### config.mk
export PLATFORM = sky130hd
export DESIGN_NAME = fc_1
export DESIGN_NICKNAME = d
export VERILOG_FILES = /design/src/rtl/fc_1.sv
export SDC_FILE = /design/constraint.sdc
export NUM_CORES = 1
export LEC_CHECK = 0
export ABC_AREA = 1
export CAP_MARGIN = 25
export CELL_PAD_IN_SITES_DETAIL_PLACEMENT = 1
export CELL_PAD_IN_SITES_GLOBAL_PLACEMENT = 2
export CORE_MARGIN = 2
export CORE_UTILIZATION = 30
export CTS_CLUSTER_SIZE = 16
export DETAILED_ROUTE_END_ITERATION = 6
export GPL_ROUTABILITY_DRIVEN = 0
export PLACE_DENSITY = 0.68
export SETUP_SLACK_MARGIN = 0.15
export SLEW_MARGIN = 30
export SYNTH_ARGS = -nofsm -noshare
export SYNTH_HDL_FRONTEND = slang
export SYNTH_SLANG_ARGS = --single-unit
### constraint.sdc
create_clock -name clk -period 11.15 [get_ports clk]
set_input_delay 2.23 -clock clk [delete_from_list [all_inputs] [get_ports clk]]
set_output_delay 2.23 -clock clk [all_outputs]
set_load 0.1 [all_outputs]
### src/rtl/fc_1.sv
// LeNet fc_1: 800-input fully connected layer reading pooled activations from the shared
// result BRAM, MAC against weight BRAM, bias add, ReLU/saturate requantization, write back.
module fc_1 #(
    parameter int IN_LEN            = 800,
    parameter int OUT_LEN           = 500,
    parameter int DATA_SIZE         = 8,
    parameter int ACC_WIDTH         = 32,
    parameter int SHIFT             = 7,
    parameter int POOL2_RESULT_BASE = 17600,
    parameter int FC1_RESULT_BASE   = 18400,
    parameter int BIAS_BASE         = 400000,
    parameter int WADDR_WIDTH       = 19
) (
    input  logic                   clk,
    input  logic                   rst,
    input  logic                   fc_1_en,
    input  logic [DATA_SIZE-1:0]   result_bram_douta,
    output logic                   result_bram_ena,
    output logic                   result_bram_wea,
    output logic [14:0]            result_bram_addra,
    output logic [DATA_SIZE-1:0]   result_bram_dina,
    input  logic [DATA_SIZE-1:0]   weight_bram_douta,
    output logic                   weight_bram_ena,
    output logic [WADDR_WIDTH-1:0] weight_bram_addra,
    output logic                   fc_1_finish
);

    localparam int RADDR_WIDTH = 15;
    localparam int NW = $clog2(OUT_LEN + 1);
    localparam int IW = $clog2(IN_LEN + 1);
    localparam logic signed [ACC_WIDTH-1:0] QMAX = ACC_WIDTH'((2 ** (DATA_SIZE - 1)) - 1);

    localparam logic [2:0] S_IDLE  = 3'd0;
    localparam logic [2:0] S_CHECK = 3'd1;
    localparam logic [2:0] S_BIAS  = 3'd2;
    localparam logic [2:0] S_MAC   = 3'd3;
    localparam logic [2:0] S_QUANT = 3'd4;
    localparam logic [2:0] S_STORE = 3'd5;
    localparam logic [2:0] S_DONE  = 3'd6;

    // ReLU then clamp to the positive range of a DATA_SIZE signed value.
    function automatic logic [DATA_SIZE-1:0] requant(input logic signed [ACC_WIDTH-1:0] acc);
        logic signed [ACC_WIDTH-1:0] q;
        q = acc >>> SHIFT;
        if (q[ACC_WIDTH-1]) begin
            requant = {DATA_SIZE{1'b0}};
        end else if (q > QMAX) begin
            requant = QMAX[DATA_SIZE-1:0];
        end else begin
            requant = q[DATA_SIZE-1:0];
        end
    endfunction

    logic [2:0]                    state_q, state_d;
    logic [1:0]                    phase_q, phase_d;
    logic [NW-1:0]                 neuron_q, neuron_d;
    logic [IW-1:0]                 idx_q, idx_d;
    logic signed [ACC_WIDTH-1:0]   acc_q, acc_d;
    logic [DATA_SIZE-1:0]          res_q, res_d;
    logic                          r_ena_q, r_ena_d;
    logic                          r_wea_q, r_wea_d;
    logic [RADDR_WIDTH-1:0]        r_addr_q, r_addr_d;
    logic [DATA_SIZE-1:0]          r_din_q, r_din_d;
    logic                          w_ena_q, w_ena_d;
    logic [WADDR_WIDTH-1:0]        w_addr_q, w_addr_d;
    logic                          finish_q, finish_d;

    logic signed [2*DATA_SIZE-1:0] prod_s;
    logic signed [ACC_WIDTH-1:0]   prod_ext_s;
    logic signed [ACC_WIDTH-1:0]   bias_ext_s;
    logic [RADDR_WIDTH-1:0]        act_addr_s;
    logic [RADDR_WIDTH-1:0]        out_addr_s;
    logic [WADDR_WIDTH-1:0]        wt_addr_s;
    logic [WADDR_WIDTH-1:0]        bias_addr_s;

    assign prod_s = $signed({{DATA_SIZE{result_bram_douta[DATA_SIZE-1]}}, result_bram_douta})
                  * $signed({{DATA_SIZE{weight_bram_douta[DATA_SIZE-1]}}, weight_bram_douta});
    assign prod_ext_s = {{(ACC_WIDTH-2*DATA_SIZE){prod_s[2*DATA_SIZE-1]}}, prod_s};
    assign bias_ext_s = {{(ACC_WIDTH-DATA_SIZE){weight_bram_douta[DATA_SIZE-1]}}, weight_bram_douta};

    assign act_addr_s  = RADDR_WIDTH'(POOL2_RESULT_BASE + int'(idx_q));
    assign out_addr_s  = RADDR_WIDTH'(FC1_RESULT_BASE + int'(neuron_q));
    assign wt_addr_s   = WADDR_WIDTH'(int'(neuron_q) * IN_LEN + int'(idx_q));
    assign bias_addr_s = WADDR_WIDTH'(BIAS_BASE + int'(neuron_q));

    // Next-state, datapath and BRAM-port logic; each access spends phases 0..3.
    always_comb begin
        state_d  = state_q;
        phase_d  = phase_q;
        neuron_d = neuron_q;
        idx_d    = idx_q;
        acc_d    = acc_q;
        res_d    = res_q;
        r_ena_d  = r_ena_q;
        r_wea_d  = r_wea_q;
        r_addr_d = r_addr_q;
        r_din_d  = r_din_q;
        w_ena_d  = w_ena_q;
        w_addr_d = w_addr_q;
        finish_d = finish_q;

        case (state_q)
            S_IDLE: begin
                neuron_d = {NW{1'b0}};
                idx_d    = {IW{1'b0}};
                phase_d  = 2'd0;
                finish_d = 1'b0;
                state_d  = S_CHECK;
            end
            S_CHECK: begin
                if (neuron_q == NW'(OUT_LEN)) begin
                    finish_d = 1'b1;
                    r_ena_d  = 1'b0;
                    w_ena_d  = 1'b0;
                    state_d  = S_DONE;
                end else begin
                    idx_d   = {IW{1'b0}};
                    phase_d = 2'd0;
                    state_d = S_BIAS;
                end
            end
            S_BIAS: begin
                phase_d = phase_q + 2'd1;
                case (phase_q)
                    2'd0: begin
                        w_ena_d  = 1'b1;
                        w_addr_d = bias_addr_s;
                    end
                    2'd3: begin
                        acc_d   = bias_ext_s <<< SHIFT;
                        state_d = S_MAC;
                    end
                    default: begin
                        phase_d = phase_q + 2'd1;
                    end
                endcase
            end
            S_MAC: begin
                if ((phase_q == 2'd0) && (idx_q == IW'(IN_LEN))) begin
                    r_ena_d = 1'b0;
                    w_ena_d = 1'b0;
                    phase_d = 2'd0;
                    state_d = S_QUANT;
                end else begin
                    phase_d = phase_q + 2'd1;
                    case (phase_q)
                        2'd0: begin
                            r_ena_d  = 1'b1;
                            r_wea_d  = 1'b0;
                            r_addr_d = act_addr_s;
                            w_ena_d  = 1'b1;
                            w_addr_d = wt_addr_s;
                        end
                        2'd3: begin
                            acc_d = acc_q + prod_ext_s;
                            idx_d = idx_q + IW'(1);
                        end
                        default: begin
                            phase_d = phase_q + 2'd1;
                        end
                    endcase
                end
            end
            S_QUANT: begin
                res_d   = requant(acc_q);
                phase_d = 2'd0;
                state_d = S_STORE;
            end
            S_STORE: begin
                phase_d = phase_q + 2'd1;
                case (phase_q)
                    2'd0: begin
                        r_ena_d  = 1'b1;
                        r_wea_d  = 1'b1;
                        r_addr_d = out_addr_s;
                        r_din_d  = res_q;
                    end
                    2'd3: begin
                        r_ena_d  = 1'b0;
                        r_wea_d  = 1'b0;
                        neuron_d = neuron_q + NW'(1);
                        state_d  = S_CHECK;
                    end
                    default: begin
                        phase_d = phase_q + 2'd1;
                    end
                endcase
            end
            S_DONE: begin
                if (!fc_1_en) begin
                    finish_d = 1'b0;
                    state_d  = S_IDLE;
                end else begin
                    state_d = S_DONE;
                end
            end
            default: begin
                state_d = S_IDLE;
            end
        endcase
    end

    // State registers; a low enable pauses everything except the DONE release.
    always_ff @(posedge clk or negedge rst) begin
        if (!rst) begin
            state_q  <= S_IDLE;
            phase_q  <= 2'd0;
            neuron_q <= {NW{1'b0}};
            idx_q    <= {IW{1'b0}};
            acc_q    <= {ACC_WIDTH{1'b0}};
            res_q    <= {DATA_SIZE{1'b0}};
            r_ena_q  <= 1'b0;
            r_wea_q  <= 1'b0;
            r_addr_q <= {RADDR_WIDTH{1'b0}};
            r_din_q  <= {DATA_SIZE{1'b0}};
            w_ena_q  <= 1'b0;
            w_addr_q <= {WADDR_WIDTH{1'b0}};
            finish_q <= 1'b0;
        end else if (fc_1_en || (state_q == S_DONE)) begin
            state_q  <= state_d;
            phase_q  <= phase_d;
            neuron_q <= neuron_d;
            idx_q    <= idx_d;
            acc_q    <= acc_d;
            res_q    <= res_d;
            r_ena_q  <= r_ena_d;
            r_wea_q  <= r_wea_d;
            r_addr_q <= r_addr_d;
            r_din_q  <= r_din_d;
            w_ena_q  <= w_ena_d;
            w_addr_q <= w_addr_d;
            finish_q <= finish_d;
        end
    end

    assign result_bram_ena   = r_ena_q;
    assign result_bram_wea   = r_wea_q;
    assign result_bram_addra = r_addr_q;
    assign result_bram_dina  = r_din_q;
    assign weight_bram_ena   = w_ena_q;
    assign weight_bram_addra = w_addr_q;
    assign fc_1_finish       = finish_q;

endmodule

==> run metrics, run 1 <==
status finished, final reports clean; RR Endpoint acc_q[30]; critical path class input pin to flip-flop; Cells on Worst Hold Path 2; Netlist cell types 48; Post-Synth XOR/XNOR Area 2.00%; DP HPWL 31100 um; met3 Usage GRT 1.89%; ys flop type dfrtp_1; Antenna diodes 0; Pre-antenna DRT Iters 4; Cells after Synth 1507; DR WL/cell 18.1 um; syn_area_per_cell 8.15 um^2; core area 0.0406 mm^2; Slew Viols, Final 0; first-pass GRT wire length 62000 um; max-cap violations 0; DRC violations left 0; cell accounting for the most synthesized area fa_1; crit path time final 8.26 ns; worst reg-to-reg setup slack 6.12 ns; Crit path arrival time 8.50 ns; die height 206 um; Die X 206 um; RSZ-0062 raised after global routing no; M1 GR Usage 25.0%; Setup Viol. Count Final 0; count leader, synth nand2_1; Slew HR 32.0%; main combinational cell family by area after synthesis adder cells; Clock Tree Root clkbuf_16; Setup TNS Final 0 ns; Post-Synth Simple-Gate Area 20.3%; Max Fanout on Critical Path 13; Crit. End Element flip-flop; drt total wl 37900 um; clock buffer depth 2; clk_lat worst skew 0.39 ns; share of layout cells above drive strength 1 4.30%; antenna violation net count after detailed routing 0; period utilization 74.1%; H-tree Lvls 3; number of synthesized flops with an enable pin 0; vias in the first global route 11100; Mapped Area 0.0123 mm^2; io pins 65; most frequent cells after synthesis nand2_1, inv_1, fa_1; clk slew on worst S/H paths 0.08 ns; 1st-iter DRT viols 319; #FFs+latches synth 108; P&R area growth vs syn 12.2%; fraction of registers with async set/reset 100%; Compound-Gate Fraction of Synth Area 10.7%; final hold vios 0; Cell Rows 74; via/cell ratio 4.79; Peak Freq 121 MHz; TritonCTS clock tree done; Hold Path Class flip-flop to flip-flop; largest net degree at the start of global routing 59; clk_skew 0.0188 ns; reg2reg start acc_q[13]; Sink Count 108; postcts setup bufs 0; initial core utilization 30.2%; Critical path origin weight_bram_douta[2]; mux share of post-synthesis cell area 0.0917%; Synth Warn # 0; R2R cell count 16; most used routing layer met2; fill count 4847; Synth Area in Adders 35.3%; post_cts resized 0; initial antenna violation count 1; critical path required time 11.38 ns; CTS Buf Count 9; total gr overflow 0; number of buffers added on ports 62; met2 Use GR 33.1%; Hold Path Origin res_q[7]; CP Launch Type input pin; Synth top area share 23.0%; Worst Hold End res_q[7]; via count 10000; die area 0.0426 mm^2; Synth area leaders fa_1, dfrtp_1, ha_1, nand2_1, inv_1; GRT Util Overall 19.1%; Tightest Pin Transition 1.02 ns; final core utilization 33.9%; sequential area share after synthesis 22.0%; Hold Buf Count CTS 0; fin nets 1834
==> layout make-up <==
type / instances / area, um^2 / area share [%]
multi-input cells: 1094 / 8410 / 61.1
clock buffers: 11 / 253 / 1.83
inverters: 273 / 1020 / 7.44
repair buffers: 67 / 651 / 4.72
flip-flops and latches: 108 / 2700 / 19.6
clock inverters: 5 / 66.3 / 0.481
well taps: 532 / 666 / 4.83
==> layer usage <==
| metal | part of all wire, % | vias to the layer above |
|---|---|---|
| met1 | 47 | 5022 |
| met4 | 2.3 | 0 |
| met5 | 0 | - |
| met3 | 1.9 | 35 |
| met2 | 49 | 86 |
| li1 | - | 4872 |
==> cell families (layout without fill, tap and decap cells) <==
group / after synthesis / after routing
AOI/OAI and AO/OA: 229 / 229
xor gates and xnor gates: 28 / 28
adders and majority gates: 262 / 262
buffers and inverters: 306 / 356
DFF: 108 / 108
muxes: 1 / 1
other: 1 / 2
and+or+nand+nor: 572 / 572
==> placed cells by master, fill, tap and decap left out, drive strengths merged, types with 9 or more instances in the layout <==
| cell type | instances |
|---|---|
| dfrtp | 108 |
| inv | 274 |
| fa | 141 |
| or2 | 12 |
| xor2 | 14 |
| nand4 | 21 |
| a21boi | 12 |
| nor2 | 100 |
| nand2 | 342 |
| clkbuf | 11 |
| a31oi | 12 |
| a2bb2oi | 10 |
| o21bai | 9 |
| nand3 | 60 |
| xnor2 | 14 |
| o21ai | 110 |
| ha | 121 |
| a21oi | 59 |
| nor3 | 21 |
| clkdlybuf4s50 | 60 |
==> worst max-delay path, cell delays in order <==
cell and delay, ns:
clkdlybuf4s50_1 0.79, nand2_1 0.24, inv_1 0.12, fa_1 0.46, inv_1 0.22, fa_1 0.61, inv_1 0.69, fa_1 0.55
fa_1 0.49, ha_1 0.32, ha_1 0.40, nand2_1 0.12, nor2_1 0.15, inv_1 0.08, nor3_1 0.38, nand4_1 0.27
nand2_1 0.14, nand2_1 0.06, nand3_1 0.07, a21boi_0 0.09
==> flip-flops by register name (all words and copies together), names as in the netlist, 2 cells and up <==
name	cells
acc_q	32
weight_bram_addra	19
result_bram_addra	13
idx_q	10
neuron_q	9
res_q	8
result_bram_dina	8
state_q	3
phase_q	2
==> through the flow <==
| stage | instances | setup WS [ns] | area (um^2) | hold WS, ns |
|---|---|---|---|---|
| floorplan | 1508 | 3.83 | 12300 | 0.432 |
| global placement | 2074 | 2.40 | 13500 | 0.452 |
| detailed placement | 2074 | 2.32 | 13500 | 0.454 |
| CTS | 2090 | 2.75 | 13800 | 0.473 |
| global route | 2090 | 2.49 | 13800 | 0.505 |
| finish | 2090 | 2.89 | 13800 | 0.469 |
==> how the worst max path moves through the flow <==
stage,end,slack [ns],cells past startpoint
floorplan,acc_q[14],3.83,17
global placement,acc_q[22],2.40,20
detailed placement,acc_q[22],2.32,20
CTS,acc_q[22],2.75,19
global route,acc_q[22],2.49,19
finish,acc_q[22],2.89,20
Power of run 1 is left out: the tool's default activity adds up to more than one toggle a clock period on the data nets, which glitch-free logic cannot reach.
==> inputs of run 2 (changes only) <==
--- a/config.mk
+++ b/config.mk
@@ -14,7 +14,7 @@
 export CTS_CLUSTER_SIZE = 16
 export DETAILED_ROUTE_END_ITERATION = 6
 export GPL_ROUTABILITY_DRIVEN = 0
-export PLACE_DENSITY = 0.68
+export PLACE_DENSITY = 0.71
 export SETUP_SLACK_MARGIN = 0.15
 export SLEW_MARGIN = 30
 export SYNTH_ARGS = -nofsm -noshare
==> constraint.sdc (replaced) <==
create_clock -name clk -period 6.6 [get_ports clk]
set_input_delay 1.32 -clock clk [delete_from_list [all_inputs] [get_ports clk]]
set_output_delay 1.32 -clock clk [all_outputs]
set_load 0.1 [all_outputs]
==> run metrics, run 2 (synthesized netlist as in run 1, its figures left out) <==
status finished, final reports clean; met2 Use GR 33.5% (+0.35 points); CP top delay family adder cells; TritonCTS clock tree done; Worst Hold End result_bram_addra[9]; DRC violations left 0 (unchanged); critical path class input pin to flip-flop; crit path time final 6.22 ns; Die X 206 um (unchanged); P&R area growth vs syn 16.1%; vias in the first global route 11200 (+1.1%); max reg flops 32 (unchanged); GRT Util Overall 19.0% (-0.10 points); M1 GR Usage 24.7% (-0.35 points); total gr overflow 0 (unchanged); clk_skew 0.0115 ns (-0.00726 ns); fin cells 2146 (+2.7%); initial core utilization 30.2% (unchanged); Clock Tree Root clkbuf_16; Peak Freq 161 MHz; core area 0.0406 mm^2 (unchanged); RSZ-0062 raised after global routing no; worst reg-to-reg setup slack 1.87 ns (-4.25 ns); met3 Usage GRT 2.57% (+0.68 points); H-tree Lvls 3 (unchanged); CTS Buf Count 9 (unchanged); commonest non-fill, non-tap cell in the layout nand2_1; CP most frequent cell fa_1; DR WL/cell 17.5 um (-3.3%); via count 10300 (+2.8%); critical path required time 6.91 ns (-4.47 ns); DP HPWL 30900 um (-0.62%); Crit. End Element flip-flop; Sink Count 108 (unchanged); Cell Rows 74 (unchanged); max-cap violations 0 (unchanged); CP bufs+invs 6 (+1); placed cells 2125 (+2.5%); Tightest Pin Transition 1.00 ns (-0.0148 ns); fin nets 1890 (+3.1%); Hold Buf Count CTS 0 (unchanged); period utilization 94.3%; Hold Path Origin result_bram_addra[9]; Slew Viols, Final 0 (unchanged); Slew HR 33.0% (+0.99 points); Setup Viol. Count Final 0 (unchanged); clock buffer depth 2 (unchanged); Hold Path Class flip-flop to flip-flop; Largest Register acc_q; Antenna diodes 0 (unchanged); crit-path max cell delay 0.56 ns (-0.23 ns); antenna violation net count after detailed routing 0 (unchanged); reg2reg start acc_q[14]; Cells on Worst Hold Path 2 (unchanged); Pre-antenna DRT Iters 4 (unchanged); 1st-iter DRT viols 455 (+43%); CP Launch Type input pin; RR Endpoint acc_q[27]; number of buffers added on ports 62 (unchanged); initial antenna violation count 0 (-1); R2R cell count 16 (unchanged); clk slew on worst S/H paths 0.09 ns (about the same); die area 0.0426 mm^2 (unchanged); CP cell instances clkdlybuf4s50_1, nand2_1, inv_1, fa_1, inv_1, fa_1, clkinvlp_4, buf_4, fa_1, fa_1, ha_1, ha_1, a21oi_1, o21ai_0, inv_1, o21ai_0, nand2_1, nand3_1, nand2_1, nand3_1, a21boi_0; most used routing layer met2; share of layout cells above drive strength 1 7.93% (+3.6 points); first-pass GRT wire length 62100 um (about the same); largest net degree at the start of global routing 62 (+5.1%); io pins 65 (unchanged); final hold vios 0 (unchanged); Max Fanout on Critical Path 6 (-7); commonest cells after routing, fill and taps aside nand2_1, inv_1, fa_1, ha_1, dfrtp_1; drt total wl 37600 um (-0.71%); Crit path arrival time 6.53 ns (-1.97 ns); via/cell ratio 4.80 (+0.16%); clk_lat worst skew 0.39 ns (about the same); CP max-delay cell fa_1; die height 206 um (unchanged)
run 2: cell count changes in the layout (fill, tap and decap cells not counted), moves of 2 or more:
cell	before	now
buf_12	0	5
buf_4	6	57
clkbuf_8	2	0
clkinvlp_4	1	3
nor2_1	88	86
nor2_2	5	7
run 2: worst max-delay path by stage:
stage                          from         to  slack (ns)  cells past startpoint
2_1_floorplan  weight_bram_douta[2]  acc_q[14]        0.19                     17
3_3_place_gp   result_bram_douta[7]  acc_q[29]       -0.11                     19
3_5_place_dp   result_bram_douta[7]  acc_q[30]       -0.17                     21
4_1_cts        result_bram_douta[7]  acc_q[30]        0.24                     21
5_1_grt        weight_bram_douta[7]  acc_q[27]        0.12                     22
6_report       weight_bram_douta[2]  acc_q[25]        0.38                     21
run 2: area by class of cell:
class / instances / area, um^2
well taps: 532 / 666
multi-input cells: 1094 / 8420
flip-flops and latches: 108 / 2700
clock buffers: 9 / 225
repair buffers: 123 / 1140
inverters: 273 / 1030
fillers: 4858 / 26400
clock inverters: 7 / 81.3
run 2: worst reg2reg max path, cell delays in order (launching register included):
cell and delay (ns):
dfrtp_1 0.50, fa_1 0.58, inv_1 0.06, fa_1 0.50, inv_1 0.05, fa_1 0.47
fa_1 0.52, ha_1 0.31, ha_1 0.41, nand2_1 0.15, o21ai_0 0.37, a21oi_1 0.12
nand2_1 0.15, nand2_1 0.12, nand3b_1 0.11, nand3_1 0.07, a21boi_0 0.16
run 2: per-layer routing:
layer | share of wire (%) | vias up
met5 | 0 | -
met1 | 46 | 5205
li1 | - | 4974
met3 | 2.5 | 20
met2 | 50 | 101
met4 | 1.2 | 0
run 2: repair_timing:
item / 4_1_cts / 5_1_grt
resized for setup: 0 / 7
buffers inserted: 0 / 5
setup endpoints to repair: 0 / 15
run 2: per-stage QoR:
stage	hold slack (ns)	util (%)	setup WS, ns	instance area, um^2	TNS (ns)
final	0.479	35.1	0.377	14300	0
after global routing	0.498	35.1	0.119	14300	0
after CTS	0.483	35.0	0.239	14200	0
after detailed placement	0.464	34.2	-0.173	13900	-0.986
after global placement	0.456	34.2	-0.107	13900	-0.279
after floorplan	0.432	-	0.187	12300	0
Power of run 2 is left out for the same reason.
==> inputs of run 3 (changes only) <==
--- a/config.mk
+++ b/config.mk
@@ -14,8 +14,9 @@
 export CTS_CLUSTER_SIZE = 16
 export DETAILED_ROUTE_END_ITERATION = 6
 export GPL_ROUTABILITY_DRIVEN = 0
-export PLACE_DENSITY = 0.71
+export PLACE_DENSITY = 0.68
 export SETUP_SLACK_MARGIN = 0.15
+export SKIP_CTS_REPAIR_TIMING = 1
 export SLEW_MARGIN = 30
 export SYNTH_ARGS = -nofsm -noshare
 export SYNTH_HDL_FRONTEND = slang
==> constraint.sdc (replaced) <==
create_clock -name clk -period 7.4 [get_ports clk]
set_input_delay 1.48 -clock clk [delete_from_list [all_inputs] [get_ports clk]]
set_output_delay 1.48 -clock clk [all_outputs]
set_load 0.1 [all_outputs]
==> run metrics, run 3 (synthesized netlist as in run 1, its figures left out) <==
status finished, final reports clean; P&R area growth vs syn 13.0%; CP Launch Type input pin; clock buffer depth 2 (unchanged); Slew Viols, Final 0 (unchanged); vias in the first global route 11400 (+1.8%); DP HPWL 31400 um (+1.5%); final hold vios 0 (unchanged); clk_skew 0.0129 ns (+0.00132 ns); die height 206 um (unchanged); Pre-antenna DRT Iters 4 (unchanged); period utilization 92.1%; CTS Buf Count 9 (unchanged); clk_lat worst skew 0.38 ns (about the same); H-tree Lvls 3 (unchanged); placed cells 2091 (-1.6%); antenna violation net count after detailed routing 0 (unchanged); Cell Rows 74 (unchanged); 1st-iter DRT viols 424 (-6.8%); total gr overflow 0 (unchanged); Hold Path Class flip-flop to flip-flop; initial core utilization 30.2% (unchanged); Tightest Pin Transition 0.997 ns (-0.00474 ns); drt total wl 38100 um (+1.3%); share of layout cells above drive strength 1 5.15% (-2.8 points); Setup Viol. Count Final 0 (unchanged); Sink Count 108 (unchanged); via/cell ratio 4.82 (+0.35%); crit path time final 6.82 ns; Setup TNS Final 0 ns (unchanged); Peak Freq 147 MHz; Die X 206 um (unchanged); GRT Util Overall 19.2% (+0.27 points); largest net degree at the start of global routing 56 (-9.7%); Largest Register acc_q; TritonCTS clock tree done; max reg flops 32 (unchanged); DRC violations left 0 (unchanged); worst reg-to-reg setup slack 2.47 ns (+0.60 ns); Max Fanout on Critical Path 10 (+4); Clock Tree Root clkbuf_16; via count 10100 (-1.5%); first-pass GRT wire length 62900 um (+1.3%); Crit path arrival time 7.12 ns (+0.59 ns); Slew HR 33.3% (+0.32 points); commonest cells after routing, fill and taps aside nand2_1, inv_1, fa_1, ha_1, dfrtp_1; core area 0.0406 mm^2 (unchanged); critical path required time 7.70 ns (+0.79 ns); fin nets 1851 (-2.1%); commonest non-fill, non-tap cell in the layout nand2_1; number of buffers added on ports 62 (unchanged); critical path class input pin to flip-flop; Crit. End Element flip-flop; Antenna diodes 0 (unchanged); Fin Hold WS 0.469 ns (-0.0100 ns); RSZ-0062 raised after global routing no; clk slew on worst S/H paths 0.08 ns (about the same); die area 0.0426 mm^2 (unchanged); io pins 65 (unchanged); initial antenna violation count 0 (unchanged); DR WL/cell 18.1 um (+3.2%); fin cells 2106 (-1.9%); max-cap violations 0 (unchanged)
-- run 3: cell types whose count changed in the layout (fill, tap and decap cells not counted), moves of 2 or more --
cell / delta
inv_8: -2
buf_12: -2
buf_4: -37
clkbuf_1: +2
nor2_1: +2
nor2_2: -2
-- run 3: critical path, stage by stage --
cell and delay, ns:
clkdlybuf4s50_1 0.66, nand2_1 0.20, inv_1 0.11, fa_1 0.45, inv_1 0.23, fa_1 0.48
inv_1 0.21, buf_4 0.30, fa_1 0.46, fa_1 0.50, ha_1 0.33, ha_1 0.41
a21oi_1 0.25, o21ai_0 0.18, nand2_1 0.09, nand2_1 0.05, a21oi_1 0.25, nand2_1 0.09
nand2_1 0.07, nand3_1 0.11, a21boi_0 0.18
-- run 3: final cells by class --
class	count	area (um^2)
inverter	273	1020
clock inverter	4	32.5
tap	532	666
clock buffer	11	233
timing repair buffer	84	816
fill	4862	26800
multi-input combinational	1094	8400
sequential	108	2700
-- run 3: per-stage QoR --
stage,util (%),cell area [um^2],setup WS (ns)
2_1_floorplan,-,12300,0.827
3_3_place_gp,33.5,13600,0.227
3_5_place_dp,33.5,13600,0.120
4_1_cts,34.1,13900,0.518
5_1_grt,34.1,13900,0.151
6_report,34.1,13900,0.582
-- run 3: metal layers --
| layer | share of wire [%] | vias up | wire [um] | GRT usage, % |
|---|---|---|---|---|
| li1 | - | 4903 | - | - |
| met1 | 46 | 5104 | 17700 | 24.9 |
| met2 | 50 | 108 | 18900 | 34.1 |
| met3 | 2.1 | 28 | 812 | 1.99 |
| met4 | 1.8 | 0 | 703 | 4.95 |
| met5 | 0 | - | 0 | 0 |
-- run 3: path summary, 6_finish.rpt --
check                      cells past startpoint            startpoint          end
max                                           21  result_bram_douta[7]    acc_q[30]
min                                            2              res_q[7]     res_q[7]
max reg2reg                                   16             acc_q[13]    acc_q[30]
min reg2reg                                    2              res_q[7]     res_q[7]
max in group asynchronous                      2                   rst  neuron_q[8]
min in group asynchronous                      1                   rst    acc_q[20]
Power of run 3 is left out for the same reason.
